File: src/rtl/spi_master_xfer.sv
// Mode-0 MSB-first SPI master: one word in over valid/ready, one word out
// with a single-cycle valid pulse. All outputs come straight from flops.
module spi_master_xfer #(
    parameter int W_DATA  = 32,
    parameter int CLK_DIV = 4
) (
    input  logic              clk,
    input  logic              rst,
    input  logic [W_DATA-1:0] tx_data,
    input  logic              tx_valid,
    output logic              tx_ready,
    output logic [W_DATA-1:0] rx_data,
    output logic              rx_valid,
    input  logic              miso,
    output logic              sclk,
    output logic              mosi,
    output logic              cs_n
);

    localparam int DW = (CLK_DIV > 1) ? $clog2(CLK_DIV) : 1;
    localparam int BW = (W_DATA > 1) ? $clog2(W_DATA) : 1;
    localparam logic [DW-1:0] DIV_LAST = DW'(CLK_DIV - 1);
    localparam logic [BW-1:0] BIT_LAST = BW'(W_DATA - 1);

    typedef enum logic [2:0] {
        IDLE,
        LEAD,
        HIGH,
        LOW,
        TRAIL
    } state_t;

    state_t            state, state_nxt;
    logic [DW-1:0]     div_cnt, div_cnt_nxt;
    logic [BW-1:0]     bit_cnt, bit_cnt_nxt;
    logic [W_DATA-1:0] tx_sh, tx_sh_nxt;
    logic [W_DATA-1:0] rx_sh, rx_sh_nxt;
    logic [W_DATA-1:0] rx_data_nxt;
    logic              tx_ready_nxt;
    logic              rx_valid_nxt;
    logic              sclk_nxt;
    logic              mosi_nxt;
    logic              cs_n_nxt;

    logic              div_end;
    logic              last_bit;
    logic [W_DATA-1:0] tx_shl;
    logic [W_DATA-1:0] rx_in;

    always_comb begin
        div_end = (div_cnt == DIV_LAST);
        last_bit = (bit_cnt == BIT_LAST);
        tx_shl = tx_sh << 1;
        rx_in = rx_sh << 1;
        rx_in[0] = miso;

        state_nxt    = state;
        div_cnt_nxt  = div_end ? '0 : div_cnt + DW'(1);
        bit_cnt_nxt  = bit_cnt;
        tx_sh_nxt    = tx_sh;
        rx_sh_nxt    = rx_sh;
        rx_data_nxt  = rx_data;
        tx_ready_nxt = tx_ready;
        rx_valid_nxt = 1'b0;
        sclk_nxt     = sclk;
        mosi_nxt     = mosi;
        cs_n_nxt     = cs_n;

        unique case (state)
            IDLE: begin
                div_cnt_nxt = '0;
                if (tx_valid) begin
                    state_nxt    = LEAD;
                    bit_cnt_nxt  = '0;
                    tx_sh_nxt    = tx_data;
                    rx_sh_nxt    = '0;
                    mosi_nxt     = tx_data[W_DATA-1];
                    cs_n_nxt     = 1'b0;
                    tx_ready_nxt = 1'b0;
                end
            end
            LEAD: begin
                if (div_end) begin
                    state_nxt = HIGH;
                    sclk_nxt  = 1'b1;
                    rx_sh_nxt = rx_in;
                end
            end
            HIGH: begin
                // falling sclk edge: present the next bit, or 0 after the last
                if (div_end) begin
                    state_nxt = LOW;
                    sclk_nxt  = 1'b0;
                    tx_sh_nxt = tx_shl;
                    mosi_nxt  = last_bit ? 1'b0 : tx_shl[W_DATA-1];
                end
            end
            LOW: begin
                if (div_end) begin
                    if (!last_bit) begin
                        state_nxt   = HIGH;
                        bit_cnt_nxt = bit_cnt + BW'(1);
                        sclk_nxt    = 1'b1;
                        rx_sh_nxt   = rx_in;
                    end else begin
                        state_nxt = TRAIL;
                    end
                end
            end
            TRAIL: begin
                if (div_end) begin
                    state_nxt    = IDLE;
                    cs_n_nxt     = 1'b1;
                    tx_ready_nxt = 1'b1;
                    rx_valid_nxt = 1'b1;
                    rx_data_nxt  = rx_sh;
                end
            end
            default: begin
                state_nxt = IDLE;
            end
        endcase
    end

    always_ff @(posedge clk or posedge rst) begin
        if (rst) begin
            state    <= IDLE;
            div_cnt  <= '0;
            bit_cnt  <= '0;
            tx_sh    <= '0;
            rx_sh    <= '0;
            rx_data  <= '0;
            tx_ready <= 1'b1;
            rx_valid <= 1'b0;
            sclk     <= 1'b0;
            mosi     <= 1'b0;
            cs_n     <= 1'b1;
        end else begin
            state    <= state_nxt;
            div_cnt  <= div_cnt_nxt;
            bit_cnt  <= bit_cnt_nxt;
            tx_sh    <= tx_sh_nxt;
            rx_sh    <= rx_sh_nxt;
            rx_data  <= rx_data_nxt;
            tx_ready <= tx_ready_nxt;
            rx_valid <= rx_valid_nxt;
            sclk     <= sclk_nxt;
            mosi     <= mosi_nxt;
            cs_n     <= cs_n_nxt;
        end
    end

endmodule
File: config.mk
export PLATFORM = sky130hd
export DESIGN_NAME = spi_master_xfer
export DESIGN_NICKNAME = d
export VERILOG_FILES = /design/src/rtl/spi_master_xfer.sv
export SDC_FILE = /design/constraint.sdc
export NUM_CORES = 1
export LEC_CHECK = 0
export ABC_AREA = 1
export CORE_MARGIN = 4
export CORE_UTILIZATION = 40
export DETAILED_ROUTE_END_ITERATION = 6
export PLACE_DENSITY = 0.72
export SLEW_MARGIN = 20
export SYNTH_ARGS = -nofsm -noshare
export SYNTH_HDL_FRONTEND = slang
export SYNTH_SLANG_ARGS = --single-unit
File: constraint.sdc
create_clock -name clk -period 3.8 [get_ports clk]
set_input_delay 0.76 -clock clk [delete_from_list [all_inputs] [get_ports clk]]
set_output_delay 0.76 -clock clk [all_outputs]
set_load 0.05 [all_outputs]
==> results of run 1 <==
## Yosys cell counts (5+ instances only)
| master | instances | share of area, % |
|---|---|---|
| buf_2 | 10 | 1.0 |
| buf_4 | 10 | 1.5 |
| clkbuf_1 | 7 | 0.54 |
| dfrtp_1 | 108 | 55 |
| inv_1 | 73 | 5.6 |
| inv_2 | 5 | 0.38 |
| nand2_1 | 225 | 17 |
| nand3_1 | 11 | 1.1 |
| nor2_1 | 39 | 3.0 |
| o21ai_0 | 56 | 5.7 |
| o21ai_1 | 41 | 4.2 |
## layout make-up
cell class	count	area (um2)	area share [%]
Multi-Input combinational cell	389	1710	28.6
Inverter	78	295	4.95
Clock inverter	4	32.5	0.546
Timing Repair Buffer	76	763	12.8
Clock buffer	11	253	4.24
Sequential cell	109	2730	45.8
Tap cell	147	184	3.08
## registers in the layout (all words and copies together) (netlist names), 2 cells and up
name,flops
rx_data,32
bit_cnt,5
state,3
tx_sh,31
rx_sh,32
div_cnt,2
## kinds of logic after synthesis
| group | Yosys count | share of synthesized area (%) |
|---|---|---|
| simple gates | 286 | 23.2 |
| fa+ha+maj | 3 | 0.768 |
| xor+xnor | 1 | 0.179 |
| flops | 109 | 55.8 |
| buf+inv | 108 | 9.78 |
| compound gates | 99 | 10.2 |
## power groups by stage
| stage | Combinational [W] | Clock [W] | Sequential, W |
|---|---|---|---|
| after floorplan | 0.0000366 | 0 | 0.00119 |
| after detailed placement | 0.0000855 | 0 | 0.00119 |
| after CTS | 0.0000864 | 0.000921 | 0.00116 |
| final | 0.0000832 | 0.000899 | 0.00116 |
| after global placement | 0.0000848 | 0 | 0.00119 |
| after global routing | 0.0000956 | 0.000962 | 0.00116 |
## layout by cell type (no fill, tap or decap), types with 5 or more instances in the layout
master and instances:
clkbuf_16 9, clkdlybuf4s50_1 72, dfrtp_1 108, inv_1 72
inv_2 5, nand2_1 225, nand3_1 9, nor2_1 39
o21ai_0 56, o21ai_1 41
## per-stage QoR
step | util (%) | setup slack [ns]
after floorplan | - | 0.168
after global placement | 47.2 | 1.27
after CTS | 49.6 | 1.32
after global routing | 49.6 | 1.08
after detailed placement | 47.2 | 1.12
final | 49.6 | 1.34
## per-layer routing
layer,vias to the layer above,GRT usage (%)
met1,1742,18.2
li1,1974,-
met5,-,0
met4,0,5.00
met2,58,24.4
met3,8,3.44
## path summary, 6_finish.rpt
path | startpoint | end | slack, ns | cells past startpoint
max in group asynchronous | rst | tx_sh[18]$_DFFE_PP0P_ | 2.11 | 3
worst min-delay path | div_cnt[0]$_DFF_PP0_ | div_cnt[0]$_DFF_PP0_ | 0.44 | 1
worst max-delay path | cs_n$_DFFE_PP1P_ | tx_ready | 1.34 | 1
worst min register to register | div_cnt[0]$_DFF_PP0_ | div_cnt[0]$_DFF_PP0_ | 0.44 | 1
worst max register to register | bit_cnt[0]$_DFFE_PP0P_ | rx_sh[10]$_DFFE_PP0P_ | 1.36 | 8
min in group asynchronous | rst | rx_data[25]$_DFFE_PP0P_ | 0.98 | 2
==> summary.txt, run 1 <==
Run status
  • Outcome: completed

Setup path
  • CP required: 3.04 ns
  • Slowest CP cell: clkdlybuf4s50_1
  • Slowest stage delay, CP: 0.80 ns
  • Kind of cell adding the most delay to the critical path: buffers and inverters
  • WS Path Type: reg2out
  • Crit path cell chain: clkdlybuf4s50_1
  • Critical Path Start Type: flop
  • Worst EP arrival: 1.70 ns
  • CP max FO: 3
  • CP bufs+invs: 1
  • Crit. End Element: output pin

Power
  • Final Power: 0.00215 W
  • Maximum VDD drop: 0.204 mV
  • Clock Power Share: 41.9%
  • Comb power frac: 3.9%
  • Switch share: 21.4%
  • Sequential Power Share: 54.2%
  • Int Power: 0.00169 W
  • PwrDens: 360 mW/mm2
  • P_sw: 0.000459 W
  • Total leakage power: 2.97 nW

Route
  • Uppermost layer routed: met4
  • Wl on met1: 4.53 mm
  • Vias after detailed routing: 3,782
  • DRC Markers: 0
  • Antenna Nets Post-Route: 0
  • Iter 0 DRT Violations: 276
  • Detail Route met2 WL: 4.71 mm
  • WL final: 9.76 mm
  • Wire length on met3: 387 um
  • Vias per inst: 4.65
  • Drt pass-1 iters: 4
  • Routed len/inst: 12.0 um

Floorplan
  • Core Box Area: 0.0120 mm2
  • Standard-cell rows: 40
  • Initial core utilization: 40.7%
  • I/O pin total: 73
  • Die width: 119 um
  • Die height: 119 um
  • Die area: 0.0141 mm2

Final layout
  • Finished layout cell area: 0.00596 mm2
  • Layout cell share with drive strength beyond 1: 5.25%
  • N_diodes: 0
  • # fillers: 1,107
  • Area overhead of the layout relative to synthesis: 22.0%
  • Final net count: 702
  • Fin cells: 814

STA
  • Setup TNS: 0 ns
  • Final setup fails: 0
  • Fin Clk Skew: 0.00942 ns
  • Final Cycle Share: 64.8%
  • Tightest Pin Transition: 0.922 ns
  • Max Fclk: 406 MHz
  • WHS: 0.441 ns
  • RSZ-0062 raised after global routing: false
  • Max-slew violation count: 0
  • Post-layout min period: 2.46 ns
  • Hold Violations, Final: 0
  • Rel. slew slack: 38.5%

CTS
  • Reg clk slew, reported paths: 0.07 ns
  • Worst-Skew Late Latency: 0.34 ns
  • Clk buf depth: 2
  • Root Buffer: clkbuf_16
  • H-Tree Depth: 3
  • # hold bufs at CTS: 0
  • Post_cts resized: 0
  • CTS Sinks: 109
  • Total CTS buffers: 9
  • CTS tree: built
  • Post-CTS Setup Repair Bufs: 0

Place
  • Placer Congestion: 0.822
  • DP Area: 0.00567 mm2
  • Post-Place Cells: 799
  • Post-DP HPWL: 6.50 mm
  • Port bufs: 72

Min path
  • HP Class: reg2reg

Flow run
  • Max-cap violations: 0

Global route
  • GR Util All Layers: 14.5%
  • First-pass GRT wire length: 17.0 mm
  • Initial antenna violation count: 0
  • Number of global-route vias before repair: 3,718
  • Largest net degree at the start of global routing: 77
  • Global route overflow: 0

Logic synthesis
  • Syn nets: 645
  • Post-synthesis instance total: 606
  • Cell Area, Synth: 0.00489 mm2
  • Flops & latches, synth: 109
  • EDFF count, synth: 0
  • Asr flop ratio synth: 100%
  • Top_reg_cell synth: dfrtp_1
  • Yosys warns: 0
  • Unique masters post-synth: 24
  • Mapped Avg Cell Area: 8.07 um2
  • Sequential cell area fraction in the yosys report: 55.8%
Power figures use the tool's default switching activity.
==> inputs of run 2 (changes only) <==
- PLACE_DENSITY: 0.72 -> 0.7
- clock period: 3.8 -> 2.35 ns (I/O delays scaled with it)
==> summary.txt, run 2 (synthesized netlist as in run 1, its figures left out) <==
Run status
  • Outcome: completed

Final layout
  • Area overhead of the layout relative to synthesis: 22.9%
  • # fillers: 1,142 (+3.2%)
  • Biggest regs: rx_data x32, rx_sh x32, tx_sh x31
  • Commonest non-fill, non-tap cells in the layout: nand2_1 (225), dfrtp_1 (108), inv_1 (72), clkdlybuf4s50_1 (72), o21ai_0 (56)
  • Commonest non-fill, non-tap cell in the layout: nand2_1
  • N_diodes: 0 (unchanged)
  • Fin cells: 817 (+0.37%)
  • Final Util: 50.0% (+0.37 points)
  • Final net count: 705 (+0.43%)
  • Layout cell share with drive strength beyond 1: 5.52% (+0.28 points)

CTS
  • H-Tree Depth: 3 (unchanged)
  • Worst-Skew Late Latency: 0.34 ns (about the same)
  • Reg clk slew, reported paths: 0.07 ns (about the same)
  • CTS tree: built
  • Total CTS buffers: 9 (unchanged)
  • Post-CTS Setup Repair Bufs: 0 (unchanged)
  • # hold bufs at CTS: 0 (unchanged)
  • Clk buf depth: 2 (unchanged)
  • Root Buffer: clkbuf_16
  • CTS Sinks: 109 (unchanged)
  • Post_cts resized: 0 (unchanged)

Setup path
  • Cell count of the worst reg-to-reg path: 9 (+1)
  • Crit. End Element: output pin
  • Slowest stage delay, CP: 0.81 ns (about the same)
  • Slowest CP cell: clkdlybuf4s50_1
  • R2R Path End: rx_sh[2]$_DFFE_PP0P_
  • CP max FO: 3 (unchanged)
  • Crit path cell chain: clkdlybuf4s50_1
  • CP required: 1.88 ns (-1.16 ns)
  • Critical Path Start Type: flop
  • CP bufs+invs: 1 (unchanged)
  • Worst r2r src: bit_cnt[0]$_DFFE_PP0P_
  • Kind of cell adding the most delay to the critical path: buffers and inverters
  • Setup slack on the worst flop-to-flop path: 0.45 ns (-0.91 ns)
  • Worst EP arrival: 1.70 ns (about the same)
  • WS Path Type: reg2out

Floorplan
  • Die width: 119 um (unchanged)
  • Die height: 119 um (unchanged)
  • I/O pin total: 73 (unchanged)
  • Die area: 0.0141 mm2 (unchanged)
  • Standard-cell rows: 40 (unchanged)
  • Initial core utilization: 40.7% (unchanged)
  • Core Box Area: 0.0120 mm2 (unchanged)

Power
  • Total leakage power: 2.99 nW (+0.49%)
  • Maximum VDD drop: 0.279 mV (+37%)
  • PwrDens: 587 mW/mm2 (+63%)

STA
  • Post-layout min period: 2.17 ns
  • Max-slew violation count: 0 (unchanged)
  • Final worst slack: 0.177 ns (-1.16 ns)
  • RSZ-0062 raised after global routing: false
  • Final setup fails: 0 (unchanged)
  • Tightest Pin Transition: 0.678 ns (-0.244 ns)
  • Hold Violations, Final: 0 (unchanged)
  • Rel. slew slack: 54.6% (+16 points)
  • Final Cycle Share: 92.5%
  • Max Fclk: 460 MHz
  • Fin Clk Skew: 0.00780 ns (-0.00162 ns)
  • Setup TNS: 0 ns (unchanged)

Flow run
  • Max-cap violations: 0 (unchanged)

Min path
  • HP Class: reg2reg
  • HP Start: div_cnt[0]$_DFF_PP0_
  • Hold endpoint: div_cnt[0]$_DFF_PP0_
  • Hold Path Stages: 1 (unchanged)

Place
  • Port bufs: 72 (unchanged)
  • Post-Place Worst Slack: 0.354 ns (-0.770 ns)
  • Post-Place Cells: 802 (+0.38%)
  • Placer Congestion: 0.856 (+4.2%)
  • Post-DP HPWL: 6.44 mm (-0.94%)

Route
  • DRC Markers: 0 (unchanged)
  • Routed len/inst: 12.2 um (+1.8%)
  • Vias after detailed routing: 3,870 (+2.3%)
  • Vias per inst: 4.74 (+2.0%)
  • Antenna Nets Post-Route: 0 (unchanged)
  • Iter 0 DRT Violations: 262 (-5.1%)
  • Drt pass-1 iters: 4 (unchanged)
  • WL final: 9.97 mm (+2.2%)

Global route
  • Largest net degree at the start of global routing: 110 (+43%)
  • First-pass GRT wire length: 17.3 mm (+2.0%)
  • Initial antenna violation count: 0 (unchanged)
  • Global route overflow: 0 (unchanged)
  • Number of global-route vias before repair: 3,872 (+4.1%)
  • GR Util All Layers: 14.6% (+0.20 points)
==> run 2: final cells by class <==
class | instances | area, um2 | area share (%)
clock buffers | 10 | 229 | 3.81
clock inverters | 5 | 60.1 | 1.00
inverters | 78 | 297 | 4.94
multi-input cells | 389 | 1700 | 28.3
flip-flops and latches | 109 | 2730 | 45.4
well taps | 147 | 184 | 3.06
repair buffers | 79 | 811 | 13.5
==> run 2: where the power goes <==
group / switching, W / internal [W] / leakage (nW)
Combinational: 0.0000664 / 0.0000703 / 1.50
Clock: 0.000676 / 0.000828 / 0.139
Sequential: 0.00000277 / 0.00188 / 1.35
==> run 2: how the worst max path moves through the flow <==
stage | from | slack (ns) | endpoint | depth (start not counted)
6_report | cs_n$_DFFE_PP1P_ | 0.18 | tx_ready | 1
5_1_grt | cs_n$_DFFE_PP1P_ | 0.13 | tx_ready | 1
4_1_cts | cs_n$_DFFE_PP1P_ | 0.16 | tx_ready | 1
3_5_place_dp | tx_valid | 0.35 | tx_sh[27]$_DFFE_PP0P_ | 8
3_3_place_gp | tx_valid | 0.40 | tx_sh[2]$_DFFE_PP0P_ | 8
2_1_floorplan | rst | 0.57 | bit_cnt[0]$_DFFE_PP0P_ | 1
==> run 2: per-stage QoR <==
step,hold slack [ns],total power (W),cell area (um2)
after global placement,0.425,0.00206,5720
final,0.444,0.00352,6010
after floorplan,0.413,0.00198,4890
after global routing,0.469,0.00366,6010
after CTS,0.452,0.00357,6010
after detailed placement,0.442,0.00206,5720
==> run 2: layer usage <==
layer  vias to the layer above  wire (um)  GRT usage [%]  share of wire (%)
met3                        13        409           3.88                4.1
met4                         0        175           5.36                1.8
met1                      1814       4500           18.0                 45
met5                         -          0              0                  0
li1                       1968          -              -                  -
met2                        75       4890           24.8                 49
==> variant 1 (config.mk and constraints of run 1) <==
Set the parameter `W_DATA` to 16 (it was 32).
--- a/src/rtl/spi_master_xfer.sv
+++ b/src/rtl/spi_master_xfer.sv
@@ -1,7 +1,7 @@
 // Mode-0 MSB-first SPI master: one word in over valid/ready, one word out
 // with a single-cycle valid pulse. All outputs come straight from flops.
 module spi_master_xfer #(
-    parameter int W_DATA  = 32,
+    parameter int W_DATA  = 16,
     parameter int CLK_DIV = 4
 ) (
     input  logic              clk,
Ports: changed (resized rx_data and tx_data); port bits go from 73 to 41. No check against the original RTL was run, so the function may have changed too.
==> variant 1 against run 1 <==
- global-route usage decreased by 0.37 points
- synthesized area decreased by 43%
- setup slack improved by 0.024 ns
- combinational power increased to 7.8 times the old value
- critical endpoint is now cs_n
- sequential share of layout area decreased by 2.1 points
- routed wire length decreased by 43%
- sequential cell count decreased by 49
- highest routed layer unchanged
- clock skew decreased by 0.0011 ns
- die area decreased by 40%
- sequential power decreased by 29%
- clock power decreased by 38%
- design area decreased by 42%
- power decreased by 5.5%
==> variant 1: results <==
{
  "crit_family": "buffers and inverters",
  "top_regs": "rx_data (16), rx_sh (16), tx_sh (15)",
  "wl_met1_mm": 2.65,
  "finClkSkew_ns": 0.00831,
  "synth_nets": 369,
  "grt_use_total_pct": 14.1,
  "cts.clk_slew.worst_paths_ns": 0.06,
  "synth_commonest_cells": "nand2_1, dfrtp_1, o21ai_0",
  "root_buffer": "clkbuf_8",
  "yosys_warnings": 0,
  "route.met2.wl_mm": 2.63,
  "routed_wl_mm": 5.59,
  "critPathMaxStageDelay_ns": 0.80,
  "routabilityCongestion": 0.797,
  "drtIter0Drc": 117,
  "tightest_slew_ns": 1.04,
  "pre_cts_ws_ns": 1.36,
  "wl_met3_um": 220,
  "hpwl_mm": 3.87,
  "synth_cell_types": 25,
  "synth.area.top_cells": "dfrtp_1, nand2_1, o21ai_0",
  "grt_pass1_vias": 2225,
  "grt_pass1_wl_mm": 9.60,
  "status": "finished clean",
  "via_per_inst": 4.63,
  "p_leak_uw": 0.00168,
  "grt_max_degree": 34,
  "fill_cells": 645,
  "drive_gt1_share_pct": 10.3,
  "io_buffers": 40,
  "fin_nets": 408,
  "synth_area_um2": 2810
}
## variant 1: cell count changes after synthesis, moves of 7 or more
| cell | run 1 | this run |
|---|---|---|
| dfrtp_1 | 108 | 59 |
| buf_4 | 10 | 3 |
| inv_1 | 73 | 40 |
| o21ai_0 | 56 | 43 |
| nor2_1 | 39 | 20 |
| nand3_1 | 11 | 25 |
| o21ai_1 | 41 | 6 |
| nand2_1 | 225 | 112 |
## variant 1: stage by stage
stage	instance area, um^2	util [%]	instances
after floorplan	2810	-	347
after global routing	3440	50.7	486
after detailed placement	3250	47.9	471
final	3440	50.7	486
after global placement	3250	47.9	471
after CTS	3440	50.7	486
## variant 1: cell families (layout without fill, tap and decap cells)
kind of cell | count (synthesis) | count (layout) | share of synthesized area, %
DFF | 60 | 60 | 53.5
AOI/OAI and AO/OA | 50 | 50 | 9.05
adders and majority gates | 2 | 2 | 0.891
and+or+nand+nor | 174 | 174 | 26.8
buffers and inverters | 60 | 103 | 9.45
xor gates and xnor gates | 1 | 1 | 0.312
## variant 1: worst register-to-register path, delay by kind of cell, from the launching register on
family / cells / cell delay, ns
buffers and inverters: 3 / 0.55
DFF: 1 / 0.48
AOI/OAI and AO/OA: 1 / 0.71
and+or+nand+nor: 3 / 0.58
## variant 1: cell type report
| type | count | area, um^2 | area share (%) |
|---|---|---|---|
| Multi-Input combinational cell | 227 | 1040 | 30.2 |
| Timing Repair Buffer | 43 | 423 | 12.3 |
| Inverter | 45 | 169 | 4.90 |
| Sequential cell | 60 | 1500 | 43.6 |
| Tap cell | 96 | 120 | 3.49 |
| Clock buffer | 10 | 138 | 4.00 |
| Clock inverter | 5 | 52.6 | 1.53 |
## variant 1: where the power goes
group	switching, uW	total (uW)	internal (uW)
sequential	63.0	829	766
combinational	456	645	189
clock	243	557	313
total	762	2030	1270
## variant 1: routing by layer
layer | track usage [%] | vias up
li1 | - | 1151
met1 | 17.3 | 1054
met2 | 22.9 | 34
met3 | 3.94 | 9
met4 | 6.56 | 0
met5 | 0 | -
## variant 1: final timing paths
| kind | start | depth (start not counted) | to | slack [ns] |
|---|---|---|---|---|
| max | cs_n | 1 | cs_n | 1.36 |
| min | div_cnt[0] | 1 | div_cnt[0] | 0.45 |
| max reg2reg | state[2] | 7 | tx_sh[14] | 1.39 |
| min reg2reg | div_cnt[0] | 1 | div_cnt[0] | 0.45 |
| max in group asynchronous | rst | 3 | cs_n | 2.31 |
| min in group asynchronous | rst | 2 | tx_sh[11] | 0.76 |
==> variant 2 (settings of run 1) <==
Made on the original files. Encoding of `state_t`: now Gray code (3 bits for 5 states).
--- a/src/rtl/spi_master_xfer.sv
+++ b/src/rtl/spi_master_xfer.sv
@@ -23,11 +23,11 @@
     localparam logic [BW-1:0] BIT_LAST = BW'(W_DATA - 1);
 
     typedef enum logic [2:0] {
-        IDLE,
-        LEAD,
-        HIGH,
-        LOW,
-        TRAIL
+        IDLE  = 3'b000,
+        LEAD  = 3'b001,
+        HIGH  = 3'b011,
+        LOW   = 3'b010,
+        TRAIL = 3'b110
     } state_t;
 
     state_t            state, state_nxt;
Check against the original RTL: same outputs for any inputs over 10 cycles, from zero or initial values and one cycle with rst high; not proved beyond that.
==> variant 2 against run 1 <==
- setup slack worse by 0.015 ns
- synthesized area up 4.2%
- routed wire length increased by 14%
- power grew 1.8%
- utilization grew 1.1 points
- sequential cell count did not move
- synthesized cell count up 7.3%
- combinational power shrank 19%
- global-route usage increased by 0.85 points
- design area rose by 4.3%
- sequential share of layout area is 1.9 points lower
- first-iteration DRC count is 5.1% higher
==> variant 2: results <==
{
  "relSlewSlack_pct": 30.8,
  "use_met1_pct": 19.6,
  "yosys_warnings": 0,
  "status": "finished clean",
  "cts.clk_slew.worst_paths_ns": 0.07,
  "synth_cell_types": 27,
  "routabilityCongestion": 0.757,
  "critPathMaxStageDelay_ns": 0.81,
  "grt_use_total_pct": 15.3,
  "pre_cts_ws_ns": 1.16,
  "drtPass1Iterations": 4,
  "crit_family": "buffers and inverters",
  "drtIter0Drc": 290,
  "yosys.area.top_type": "dfrtp_1",
  "hpwl_mm": 7.06,
  "synth.area.top_cells": "dfrtp_1, nand2_1, nand3_1",
  "grt_pass1_vias": 4146,
  "wl_per_cell_um": 12.7,
  "cp_max_fo": 3,
  "fill_cells": 1174,
  "max-vdd-ir-drop_uv": 248,
  "cts_buffers": 9,
  "synth_commonest_cells": "nand2_1, dfrtp_1, nand3_1",
  "cts_resized": 0,
  "clock_latency_ns": 0.34,
  "fin_nets": 740,
  "synth_nets": 689,
  "r2r-start": "div_cnt[0]",
  "met3_usage_pct": 4.06,
  "root_buffer": "clkbuf_16",
  "hold_path.class": "flip-flop to flip-flop",
  "whs_path_depth": 1,
  "finClkSkew_ns": 0.00926,
  "slew_violations": 0,
  "p_leak_uw": 0.00293,
  "slowest_stage": "clkdlybuf4s50_1",
  "synthArstFlopShare_pct": 100,
  "cp.arrival_ns": 1.72,
  "drive_gt1_share_pct": 5.52,
  "top_regs": "rx_data (32), rx_sh (32), tx_sh (31)",
  "hold_buffers": 0,
  "grt_max_degree": 66,
  "io_buffers": 72,
  "grt.met2_usage_pct": 25.7,
  "reg2reg_depth": 7,
  "seq_area_frac_synth_pct": 53.5,
  "via_per_inst": 4.93,
  "r2r-end": "tx_sh[13]",
  "grt_pass1_wl_mm": 18.8,
  "r2r_setup_slack_ns": 1.39
}
[variant 2: cell count changes after synthesis, sizes merged, moves of 3 or more]
cell	delta
inv	-3
nand3	+63
nor2	-25
buf	+9
o21ai	-33
a21oi	+30
[variant 2: area by class of cell]
class / count / area (um^2) / area share, %
clock buffer: 9 / 225 / 3.62
clock inverter: 7 / 82.6 / 1.33
inverter: 75 / 284 / 4.56
multi-input combinational: 426 / 1900 / 30.5
sequential: 109 / 2730 / 43.9
tap: 168 / 210 / 3.38
timing repair buffer: 80 / 793 / 12.7
[variant 2: stage by stage]
step | utilization [%] | hold WS, ns | instance area [um^2] | std cells | power, uW
2_1_floorplan | - | 0.415 | 5100 | 650 | 1210
3_3_place_gp | 48.2 | 0.428 | 5910 | 858 | 1250
3_5_place_dp | 48.2 | 0.439 | 5910 | 858 | 1260
4_1_cts | 50.7 | 0.449 | 6220 | 874 | 2210
5_1_grt | 50.7 | 0.464 | 6220 | 874 | 2270
6_report | 50.7 | 0.443 | 6220 | 874 | 2190
[variant 2: kinds of logic after synthesis]
| logic type | share of synthesized area (%) |
|---|---|
| xor gates and xnor gates | 0.172 |
| buffers and inverters | 9.53 |
| AOI/OAI and AO/OA | 9.80 |
| adders and majority gates | 0.737 |
| and+or+nand+nor | 26.2 |
| DFF | 53.5 |
[variant 2: where the power goes]
group,switching [uW],internal [uW]
clock network,433,523
logic,31.7,35.4
registers,1.81,1160
[variant 2: how the worst max path moves through the flow]
stage / end / slack, ns / start / depth (start not counted)
finish: tx_ready / 1.32 / cs_n / 1
global route: tx_sh[8] / 1.13 / div_cnt[0] / 7
CTS: cs_n / 1.31 / cs_n / 1
detailed placement: rx_sh[2] / 1.16 / tx_valid / 7
global placement: rx_sh[1] / 1.25 / tx_valid / 7
floorplan: bit_cnt[0] / 0.17 / rst / 1
[variant 2: metal layers]
metal,part of all wire (%),vias up,wire length (um)
met4,0.75,0,83
met1,46,2048,5110
met5,0,-,0
met2,48,108,5290
li1,-,2142,-
met3,5.6,10,619
